File: src/rtl/map_mem_arb.sv
// map_mem_arb: arbitrates one host port and CH_NUM toggle-handshake channels onto a single memory strobe.
// Defining MAP_MEM_ARB_PREEMPT_EN lets a host request abort an in-flight channel access.
//   state | meaning
//   IDLE  | no access in flight; grant is evaluated here
//   HOST  | host access strobing memory
//   CH    | channel access strobing memory
module map_mem_arb #(
    parameter int CH_NUM  = 2,
    parameter int AW      = 21,
    parameter int ACC_CYC = 3
) (
    input  logic                 clk,
    input  logic                 rst,
    input  logic                 host_oe,
    input  logic                 host_we,
    input  logic [AW-1:0]        host_addr,
    input  logic [15:0]          host_di,
    output logic [15:0]          host_do,
    input  logic [CH_NUM-1:0]    ch_req,
    output logic [CH_NUM-1:0]    ch_ack,
    input  logic [CH_NUM-1:0]    ch_we,
    input  logic [CH_NUM*AW-1:0] ch_addr,
    input  logic [CH_NUM*16-1:0] ch_di,
    output logic [15:0]          ch_do,
    output logic [AW-1:0]        mem_addr,
    output logic [15:0]          mem_di,
    input  logic [15:0]          mem_do,
    output logic                 mem_oe,
    output logic                 mem_we,
    output logic                 busy
);

    localparam int CW = (CH_NUM > 1) ? $clog2(CH_NUM) : 1;

    typedef enum logic [1:0] {
        IDLE = 2'd0,
        HOST = 2'd1,
        CH   = 2'd2
    } state_t;

    state_t state, state_nxt;

    logic [1:0]        oe_sr, we_sr;
    logic              oe_sync, we_sync, host_sync;
    logic              host_pend, host_rd_q;
    logic [AW-1:0]     host_addr_q;
    logic [15:0]       host_di_q, host_buf;
    logic [CW-1:0]     rr_ptr, ch_sel, grant_idx;
    logic [2:0]        cnt;
    logic [CH_NUM-1:0] ch_pend;
    logic              grant_found, acc_done, acc_abort;

    assign oe_sync   = ~oe_sr[1] & oe_sr[0];
    assign we_sync   = ~we_sr[1] & we_sr[0];
    assign host_sync = oe_sync | we_sync;
    assign ch_pend   = ch_req ^ ch_ack;
    assign busy      = (state != IDLE);
    assign host_do   = (state == HOST && mem_oe) ? mem_do : host_buf;

    // Round-robin search starts one past the last completed channel.
    always_comb begin
        grant_found = 1'b0;
        grant_idx   = '0;
        for (int k = 1; k <= CH_NUM; k++) begin
            if (!grant_found && ch_pend[(int'(rr_ptr) + k) % CH_NUM]) begin
                grant_found = 1'b1;
                grant_idx   = CW'((int'(rr_ptr) + k) % CH_NUM);
            end
        end
    end

    always_comb begin
        state_nxt = state;
        acc_done  = 1'b0;
        acc_abort = 1'b0;
        case (state)
            IDLE: begin
                if (host_pend)
                    state_nxt = HOST;
                else if (grant_found)
                    state_nxt = CH;
            end
            HOST: begin
                if (cnt == 3'd0) begin
                    acc_done  = 1'b1;
                    state_nxt = IDLE;
                end
            end
            CH: begin
                if (cnt == 3'd0) begin
                    acc_done  = 1'b1;
                    state_nxt = IDLE;
                end
`ifdef MAP_MEM_ARB_PREEMPT_EN
                // cnt != 0 means at least two strobe clocks remain, counting this one.
                else if (host_sync) begin
                    acc_abort = 1'b1;
                    state_nxt = IDLE;
                end
`endif
            end
            default: state_nxt = IDLE;
        endcase
    end

    always_ff @(posedge clk) begin
        if (rst)
            state <= IDLE;
        else
            state <= state_nxt;
    end

    always_ff @(posedge clk) begin
        if (rst) begin
            oe_sr       <= 2'b00;
            we_sr       <= 2'b00;
            host_pend   <= 1'b0;
            host_rd_q   <= 1'b0;
            host_addr_q <= '0;
            host_di_q   <= '0;
            host_buf    <= '0;
            ch_do       <= '0;
            mem_addr    <= '0;
            mem_di      <= '0;
            mem_oe      <= 1'b0;
            mem_we      <= 1'b0;
            cnt         <= '0;
            ch_sel      <= '0;
            rr_ptr      <= CW'(CH_NUM - 1);
            ch_ack      <= ch_req;
        end else begin
            oe_sr <= {oe_sr[0], host_oe};
            we_sr <= {we_sr[0], host_we};

            // A new request wins over the clear so one arriving at grant is not lost.
            if (host_sync) begin
                host_pend   <= 1'b1;
                host_addr_q <= host_addr;
                host_di_q   <= host_di;
                host_rd_q   <= oe_sync;
            end else if (state == IDLE && host_pend) begin
                host_pend <= 1'b0;
            end

            case (state)
                IDLE: begin
                    if (host_pend) begin
                        mem_addr <= host_addr_q;
                        mem_di   <= host_di_q;
                        mem_oe   <= host_rd_q;
                        mem_we   <= ~host_rd_q;
                        cnt      <= 3'(ACC_CYC - 1);
                    end else if (grant_found) begin
                        ch_sel   <= grant_idx;
                        mem_addr <= ch_addr[grant_idx*AW +: AW];
                        mem_di   <= ch_di[grant_idx*16 +: 16];
                        mem_oe   <= ~ch_we[grant_idx];
                        mem_we   <= ch_we[grant_idx];
                        cnt      <= 3'(ACC_CYC - 1);
                    end
                end
                HOST, CH: begin
                    if (acc_done) begin
                        mem_oe <= 1'b0;
                        mem_we <= 1'b0;
                        if (state == HOST) begin
                            if (mem_oe)
                                host_buf <= mem_do;
                        end else begin
                            if (mem_oe)
                                ch_do <= mem_do;
                            ch_ack[ch_sel] <= ~ch_ack[ch_sel];
                            rr_ptr         <= ch_sel;
                        end
                    end else if (acc_abort) begin
                        mem_oe <= 1'b0;
                        mem_we <= 1'b0;
                    end else begin
                        cnt <= cnt - 3'd1;
                    end
                end
                default: begin
                    mem_oe <= 1'b0;
                    mem_we <= 1'b0;
                end
            endcase
        end
    end

endmodule

File: config.mk
export PLATFORM = sky130hd
export DESIGN_NAME = map_mem_arb
export DESIGN_NICKNAME = d
export VERILOG_FILES = /design/src/rtl/map_mem_arb.sv
export SDC_FILE = /design/constraint.sdc
export NUM_CORES = 1
export LEC_CHECK = 0
export BUFFER_PORTS_ARGS = -buffer_cell sky130_fd_sc_hd__buf_4
export CORE_ASPECT_RATIO = 2
export CORE_MARGIN = 2
export CORE_UTILIZATION = 53
export DETAILED_ROUTE_END_ITERATION = 12
export PLACE_DENSITY = 0.9
export SLEW_MARGIN = 20
export SYNTH_ARGS = -nofsm -noshare
export SYNTH_HDL_FRONTEND = slang
export SYNTH_SLANG_ARGS = --single-unit
export TNS_END_PERCENT = 20
File: constraint.sdc
create_clock -name clk -period 4.45 [get_ports clk]
set_input_delay 0.89 -clock clk [delete_from_list [all_inputs] [get_ports clk]]
set_output_delay 0.89 -clock clk [all_outputs]
set_load 0.02 [all_outputs]
== Word level (Yosys, flattened, before mapping) ==
Cells that the tools add are included.
W data, S select, Z words.

* Bits in registers: 123
* Input port bits: 135

* Add/subtract/negate cells: 3
* Multiply operators: 1
* Magnitude comparators: 5
* Eq/ne operators: 7
* Shifts and indexed selects: 2
* Muxes and demuxes: 45
* Bitwise gates (word level): 13
* Reduce and logical (&&, ||, !) cells: 23

{| class="wikitable"
|+ Operators with widths
! cell !! count
|-
| $mux W16 || 3
|-
| $mux W21 || 2
|-
| $shiftx A42 B7 Y21 || 1
|-
| $shiftx A32 B6 Y16 || 1
|-
| $mux W1 || 24
|-
| $mux W2 || 7
|-
| $reduce_and A3 Y1 || 4
|-
| $reduce_bool A2 Y1 || 6
|-
| $mux W3 || 3
|-
| $reduce_and A4 Y1 || 2
|-
| $not A1 Y1 || 7
|-
| $lt A2 B3 Y1 const B || 2
|-
| $mul A1 B5 Y6 const B || 1
|-
| $pmux W3 S2 || 1
|-
| $reduce_and A2 Y1 || 3
|-
| $logic_and A1 B1 Y1 || 4
|-
| $lt A1 B2 Y1 const B || 2
|-
| $ne A2 B1 Y1 const B || 2
|-
| $ne A2 B2 Y1 const B || 2
|-
| $pmux W1 S2 || 2
|-
| $pmux W2 S2 || 1
|-
| $logic_not A3 Y1 || 1
|-
| $ne A3 B3 Y1 const B || 1
|-
| $sub A3 B1 Y3 const B || 1
|-
| other kinds (13) || 16
|}

== Longest topological paths before layout ==
Gate-level depths: netlist of run 1.

* Depth in word-level cells: 15
* Mapped depth: 10

== Worst setup path before layout of run 1 ==
No wires, ideal clock.

* Kind: register -> output
* Start: reg state[1]
* End: out host_do[10]
* Arrival: 1.593 ns
* Data required time: 3.560 ns
* Path slack: 1.967 ns
* Cell stages (with the launch flop): 6
* Buffers on the path: 1
* Path through: dfxtp_1 inv_1 ha_1 nand2_1 clkbuf_1 mux2_2

* Word-level cells in the longest chain between the ends: 3

{| class="wikitable"
|+ Ends and longest elaborated chain
! element !! RTL line !! source
|-
| start: declaration || 41 || <nowiki>state_t state, state_nxt;</nowiki>
|-
| start signal: assignment || 110 || <nowiki>state <= state_nxt;</nowiki>
|-
| $eq A2 B1 Y1 || 58 || <nowiki>assign host_do = (state == HOST && mem_oe) ? mem_do : host_buf;</nowiki>
|-
| $logic_and A1 B1 Y1 || 58 ||
|-
| $mux W16 || 58 ||
|-
| end: declaration || 18 || <nowiki>output logic [15:0] host_do,</nowiki>
|}

No other way between the ends.

== Worst setup path after layout of run 1 ==
* Start: reg state[1]
* End: out host_do[0]

The elaborated chain is that of the path after synthesis.

==> flow_summary_export.csv, run 1 <==
group,metric,value,unit
setup_path,cp_max_fo,17,
final_layout,syn2layout_area_growth,38.9,%
clock_tree,clockRootBuffer,"clkbuf_16",
final_layout,final_core_util,74.8,%
logic_synthesis,netlist_top_cells_area,"dfxtp_1 43%, nand2_1 10%, mux2_2 8.8%",
logic_synthesis,synth_seq_area_share,44.3,%
grt,overflow,0,
pwr,p_switching,0.00133,W
clock_tree,clockBufferDepth,2,
timing,period_minus_slack,3.11,ns
place,dpl.hpwl,11.1,mm
timing,setup_viol,0,
detailed_routing,dr.pass1.iters,5,
detailed_routing,route.vias.total,5422,
logic_synthesis,synth_ff_type,"dfxtp_1",
pwr,p_comb_share,31.8,%
detailed_routing,routed_wl,16.2,mm
logic_synthesis,synth_cell_type_count,43,
logic_synthesis,synth_top_area_share,43.2,%
timing,finalCritPeriodShare,70.0,%
timing,fin_hold_ws,0.445,ns
setup_path,path_buf_inv,2,
detailed_routing,drt_iter0_markers,331,
detailed_routing,routedWlPerCell,16.2,um
timing,rsz0062_at_grt,"no",
logic_synthesis,ys_ff_latch,123,
logic_synthesis,synth_edf_count,2,
setup_path,slowest_delay,0.58,ns
setup_path,startpoint_type,"flip-flop",
grt,grt_start_max_net_pins,88,
grt,grt_pass1_wl,25.0,mm
final_layout,diodes,0,
clock_tree,cts_setup_buffers,0,
final_layout,fillers,732,
final_layout,nets,990,
timing,hold_viol_final,0,
grt,grt_pass1_vias,5392,
timing,worst_pin_slew,0.935,ns
grt,track_usage,27.5,%
run,maxCapViolCount,0,
clock_tree,cts.repair.resized,0,
pwr,power-per-cell-area,509,nW/um2
final_layout,seqCellArea,2480,um2
detailed_routing,drcViolationCount,0,
pwr,leakage,3.34,nW
clock_tree,cts_tree,"done",
clock_tree,clk_pin_slew,0.05,ns
floorplanning,fp.dieH,149,um
setup_path,crit_path_top_delay_cell,"nand2_1",
logic_synthesis,synthCells,665,
min_path,hp-class,"flip-flop to flip-flop",
logic_synthesis,ys_warn_count,0,
setup_path,worstPathArrival,2.22,ns
pwr,clkPwrFrac,33.0,%
timing,drv_slew,0,
pwr,p_int,0.00263,W
setup_path,regToRegSetupSlack,2.11,ns
logic_synthesis,postSynthNetCount,805,
floorplanning,die_w,76.7,um
floorplanning,io_pins,209,
setup_path,cp_cell_sequence,"inv_1 > ha_1 > nand2_1 > mux2_2 > buf_4",
logic_synthesis,yosysTopAreaCell,"dfxtp_1",
status,status,"completed",
setup_path,required,3.56,ns
setup_path,cpLargestDelayFamily,"simple AND/OR/NAND/NOR gates",
detailed_routing,ant_nets,0,
clock_tree,htreeDepth,4,
timing,fin_skew,0.00915,ns
pwr,switching_share,33.5,%
logic_synthesis,synthArstFlopShare,0,%
logic_synthesis,syn_area_per_cell,8.43,um2
clock_tree,clkSinkCount,123,
pwr,pwr-share-seq,35.2,%
clock_tree,cts_made_buffers,17,
floorplanning,floorplan.rows,53,
pwr,ir_worst_vdd,0.352,mV
place,gp_congestion,0.854,
detailed_routing,via_per_inst,5.42,
setup_path,critPathCaptureType,"primary output",
floorplanning,dieArea,11500,um2
clock_tree,clock_latency,0.41,ns
floorplanning,core_area,10400,um2
timing,timing.setup.tns,0,ns
final_layout,drive_gt1_share,36.8,%
final_layout,multiInputGateArea,2890,um2
logic_synthesis,netlist_area,5610,um2
grt,antenna_found_initial,0,
timing,fmax,321,MHz
clock_tree,ctsHoldBuffers,0,
setup_path,path_class,"flip-flop to primary output",
place,port_buffers,208,
floorplanning,start_util,53.9,%
timing,slew_headroom,37.7,%
[worst min-delay path: cells and delay by family, from the launching register on]
kind | cells | cell delay (ns)
compound gates | 1 | 0.05
flops | 1 | 0.30
simple gates | 1 | 0.05
[stage by stage]
| step | power (W) | instance area [um2] | setup slack [ns] | std cells |
|---|---|---|---|---|
| global route | 0.00414 | 7790 | 1.20 | 1000 |
| global placement | 0.00260 | 7190 | 1.69 | 967 |
| floorplan | 0.00218 | 5610 | 1.97 | 665 |
| finish | 0.00396 | 7790 | 1.34 | 1000 |
| CTS | 0.00396 | 7760 | 1.31 | 999 |
| detailed placement | 0.00264 | 7190 | 1.62 | 967 |
[placed cells by master (no fill, tap or decap), types with 2 or more instances in the layout]
| cell | instances |
|---|---|
| a21oi_1 | 76 |
| a21oi_4 | 2 |
| a311oi_1 | 2 |
| a32o_1 | 2 |
| buf_4 | 214 |
| clkbuf_16 | 17 |
| clkbuf_8 | 2 |
| clkinv_2 | 3 |
| clkinv_4 | 3 |
| clkinvlp_4 | 3 |
| dfxtp_1 | 120 |
| edfxtp_1 | 2 |
| ha_1 | 5 |
| inv_1 | 9 |
| inv_6 | 2 |
| mux2_2 | 44 |
| mux2_4 | 9 |
| nand2_1 | 149 |
| nand2b_1 | 3 |
| nand3_1 | 9 |
| nor2_1 | 81 |
| nor2b_1 | 5 |
| o21ai_0 | 28 |
| o21ai_1 | 10 |
| o2bb2ai_1 | 29 |
| o2bb2ai_2 | 9 |
| o31ai_1 | 3 |
[final cells by class]
type	count	share of cell area, %
clock inverter	13	1.51
multi-input combinational	484	37.2
clock buffer	19	5.82
sequential	123	31.9
inverter	9	0.434
timing repair buffer	215	21.0
tap	137	2.20
[path summary, 6_finish.rpt]
| kind | from | endpoint | cells past startpoint |
|---|---|---|---|
| setup / recovery | state[1] | host_do[0] | 5 |
| hold / removal | host_addr_q[18] | host_addr_q[18] | 2 |
| setup reg to reg | state[0] | mem_addr[0] | 7 |
| hold reg to reg | host_addr_q[18] | host_addr_q[18] | 2 |
[power groups by stage]
| stage | Clock (W) | Combinational [W] | Sequential, W |
|---|---|---|---|
| floorplan | 0 | 0.000646 | 0.00154 |
| global placement | 0 | 0.00120 | 0.00141 |
| detailed placement | 0 | 0.00123 | 0.00141 |
| CTS | 0.00132 | 0.00124 | 0.00139 |
| global route | 0.00137 | 0.00136 | 0.00141 |
| finish | 0.00131 | 0.00126 | 0.00139 |
[cell families (layout without fill, tap and decap cells)]
logic type | count (synthesis) | after routing | share of synthesized area [%]
compound gates | 171 | 171 | 20.0
xor+xnor | 3 | 3 | 0.937
fa+ha+maj | 5 | 5 | 1.12
buf+inv | 58 | 256 | 4.75
flops | 123 | 123 | 44.3
mux | 53 | 53 | 11.2
simple gates | 252 | 252 | 17.7
[cells in the mapped netlist (2+ instances only)]
cell         n
a32o_1       2
o2bb2ai_2    9
nand2b_1     3
nand2_1    149
clkbuf_1    29
buf_1        2
inv_1        9
nor2_1      82
buf_6        3
o31ai_1      3
mux2_4       9
buf_2       11
dfxtp_1    121
o21ai_1     11
o2bb2ai_1   29
o21ai_0     28
buf_4        2
a21oi_1     77
nor2b_1      5
nand3_1      9
ha_1         5
mux2_2      44
a311oi_1     2
edfxtp_1     2
[state kept, by name, indices dropped and copies added, names as in the netlist]
register,cells
ch_ack,2
ch_do,16
ch_sel,1
cnt,3
host_addr_q,21
host_buf,16
host_di_q,16
host_pend,1
host_rd_q,1
mem_addr,21
mem_di,16
mem_oe,1
mem_we,1
oe_sr,2
rr_ptr,1
state,2
we_sr,2
[per-layer routing]
metal | vias to the layer above | routed length (um) | track usage, %
met3 | 50 | 881 | 5.43
met5 | - | 0 | 0
met1 | 2546 | 5600 | 26.7
met4 | 0 | 717 | 16.1
met2 | 196 | 9020 | 52.6
li1 | 2630 | - | -
(Power assumes the default switching activity.)
==> run 2, diff against run 1 <==
--- a/config.mk
+++ b/config.mk
@@ -8,9 +8,9 @@
 export BUFFER_PORTS_ARGS = -buffer_cell sky130_fd_sc_hd__buf_4
 export CORE_ASPECT_RATIO = 2
 export CORE_MARGIN = 2
-export CORE_UTILIZATION = 53
+export CORE_UTILIZATION = 49
 export DETAILED_ROUTE_END_ITERATION = 12
-export PLACE_DENSITY = 0.9
+export PLACE_DENSITY = 0.85
 export SLEW_MARGIN = 20
 export SYNTH_ARGS = -nofsm -noshare
 export SYNTH_HDL_FRONTEND = slang
==> constraint.sdc (replaced) <==
create_clock -name clk -period 3.2 [get_ports clk]
set_input_delay 0.64 -clock clk [delete_from_list [all_inputs] [get_ports clk]]
set_output_delay 0.64 -clock clk [all_outputs]
set_load 0.02 [all_outputs]
==> run 2 against run 1 <==
Net effect: count of clock-buffer cells in the layout grew 2; final cell count grew 0.40%; global-route usage shrank 2.7 points; cell area grew 1.5%; critical endpoint is now host_do[6]; highest routed layer unchanged.
==> flow_summary_export.csv, run 2 (synthesis gave the netlist of run 1 again) <==
group,metric,value,unit
detailed_routing,drcViolationCount,0,
timing,rsz0062_at_grt,"no",
detailed_routing,dr.pass1.iters,5,
final_layout,drive_gt1_share,36.8,%
clock_tree,ctsHoldBuffers,0,
setup_path,cp_max_fo,17,
clock_tree,clock_latency,0.40,ns
pwr,leakage,3.40,nW
grt,track_usage,24.8,%
min_path,hp-class,"flip-flop to flip-flop",
setup_path,startpoint_type,"flip-flop",
floorplanning,die_w,79.6,um
grt,grt_pass1_vias,5097,
grt,grt_pass1_wl,24.0,mm
grt,grt_start_max_net_pins,88,
timing,drv_slew,0,
clock_tree,cts.repair.resized,0,
detailed_routing,via_per_inst,5.29,
clock_tree,clk_pin_slew,0.05,ns
pwr,ir_worst_vdd,0.447,mV
floorplanning,start_util,50.0,%
detailed_routing,ant_nets,0,
clock_tree,htreeDepth,4,
timing,period_minus_slack,2.92,ns
detailed_routing,route.vias.total,5312,
floorplanning,io_pins,209,
final_layout,final_cell_mix,"213 x buf_4, 149 x nand2_1, 120 x dfxtp_1, 81 x nor2_1, 76 x a21oi_1",
detailed_routing,drt_iter0_markers,241,
status,status,"completed",
timing,timing.setup.tns,0,ns
floorplanning,floorplan.rows,55,
setup_path,worstPathArrival,2.28,ns
setup_path,critPathCaptureType,"primary output",
timing,setup_viol,0,
clock_tree,cts_setup_buffers,0,
place,gp_congestion,0.830,
place,dpl.hpwl,10.8,mm
final_layout,nets,990,
floorplanning,dieArea,12400,um2
grt,overflow,0,
detailed_routing,routed_wl,15.5,mm
clock_tree,cts_made_buffers,17,
timing,fmax,343,MHz
timing,setup_ws,0.284,ns
place,placed_cell_area,7230,um2
timing,slew_headroom,37.6,%
timing,hold_viol_final,0,
timing,finalCritPeriodShare,91.1,%
final_layout,final_design_area_no_fill,7910,um2
setup_path,path_class,"flip-flop to primary output",
clock_tree,clockBufferDepth,2,
pwr,power-per-cell-area,739,nW/um2
floorplanning,core_area,11200,um2
grt,antenna_found_initial,0,
clock_tree,clkSinkCount,123,
clock_tree,clockRootBuffer,"clkbuf_16",
timing,worst_pin_slew,0.936,ns
place,port_buffers,208,
final_layout,syn2layout_area_growth,41.0,%
final_layout,top_regs,"host_addr_q: 21 flops, mem_addr: 21 flops",
setup_path,required,2.56,ns
place,pre_cts_ws,0.697,ns
clock_tree,cts_tree,"done",
final_layout,mostFrequentLayoutCell,"buf_4",
timing,fin_hold_ws,0.445,ns
final_layout,diodes,0,
detailed_routing,routedWlPerCell,15.5,um
floorplanning,fp.dieH,155,um
timing,fin_skew,0.00843,ns
run,maxCapViolCount,0,
==> run 2: changes by cell type in the layout (fill, tap and decap cells not counted), moves of 2 or more <==
cell and change:
buf_12 +2, inv_6 -2, bufinv_16 +4, clkinvlp_4 -2
==> run 2: power breakdown <==
part | internal [W] | leakage (nW) | total (W) | switching, W
registers | 0.00178 | 1.01 | 0.00193 | 0.000150
clock network | 0.00149 | 0.330 | 0.00217 | 0.000684
logic | 0.000777 | 2.05 | 0.00174 | 0.000964
total | 0.00404 | 3.40 | 0.00584 | 0.00180
==> run 2: layout make-up <==
| type | count | area (um2) |
|---|---|---|
| fillers | 915 | 3310 |
| multi-input cells | 484 | 2890 |
| flip-flops and latches | 123 | 2480 |
| repair buffers | 215 | 1640 |
| clock buffers | 21 | 492 |
| clock inverters | 10 | 185 |
| well taps | 142 | 178 |
| inverters | 9 | 33.8 |
==> run 2: final timing paths <==
check	from	to	slack, ns	cells past startpoint
worst max-delay path	state[1]	host_do[6]	0.28	5
worst min-delay path	host_addr_q[11]	host_addr_q[11]	0.45	2
worst max register to register	state[1]	ch_do[13]	0.92	6
worst min register to register	host_addr_q[11]	host_addr_q[11]	0.45	2
==> run 2: metal layers <==
metal,track usage [%],vias up,part of all wire (%),wire length (um)
li1,-,2630,-,-
met1,24.5,2463,36,5560
met2,46.7,183,55,8600
met3,5.28,36,5.6,864
met4,13.1,0,3.3,510
met5,0,-,0,0
==> run 2: per-stage QoR <==
step,total power [W],std cells,util [%]
2_1_floorplan,0.00304,665,-
3_3_place_gp,0.00364,973,64.4
3_5_place_dp,0.00369,973,64.4
4_1_cts,0.00587,1004,70.5
5_1_grt,0.00608,1004,70.5
6_report,0.00584,1004,70.5
==> run 2: worst max-delay path: stages (launching register included) <==
cell,delay (ns)
dfxtp_1,0.36
inv_1,0.08
ha_1,0.22
nand2_1,0.61
mux2_2,0.42
buf_4,0.16
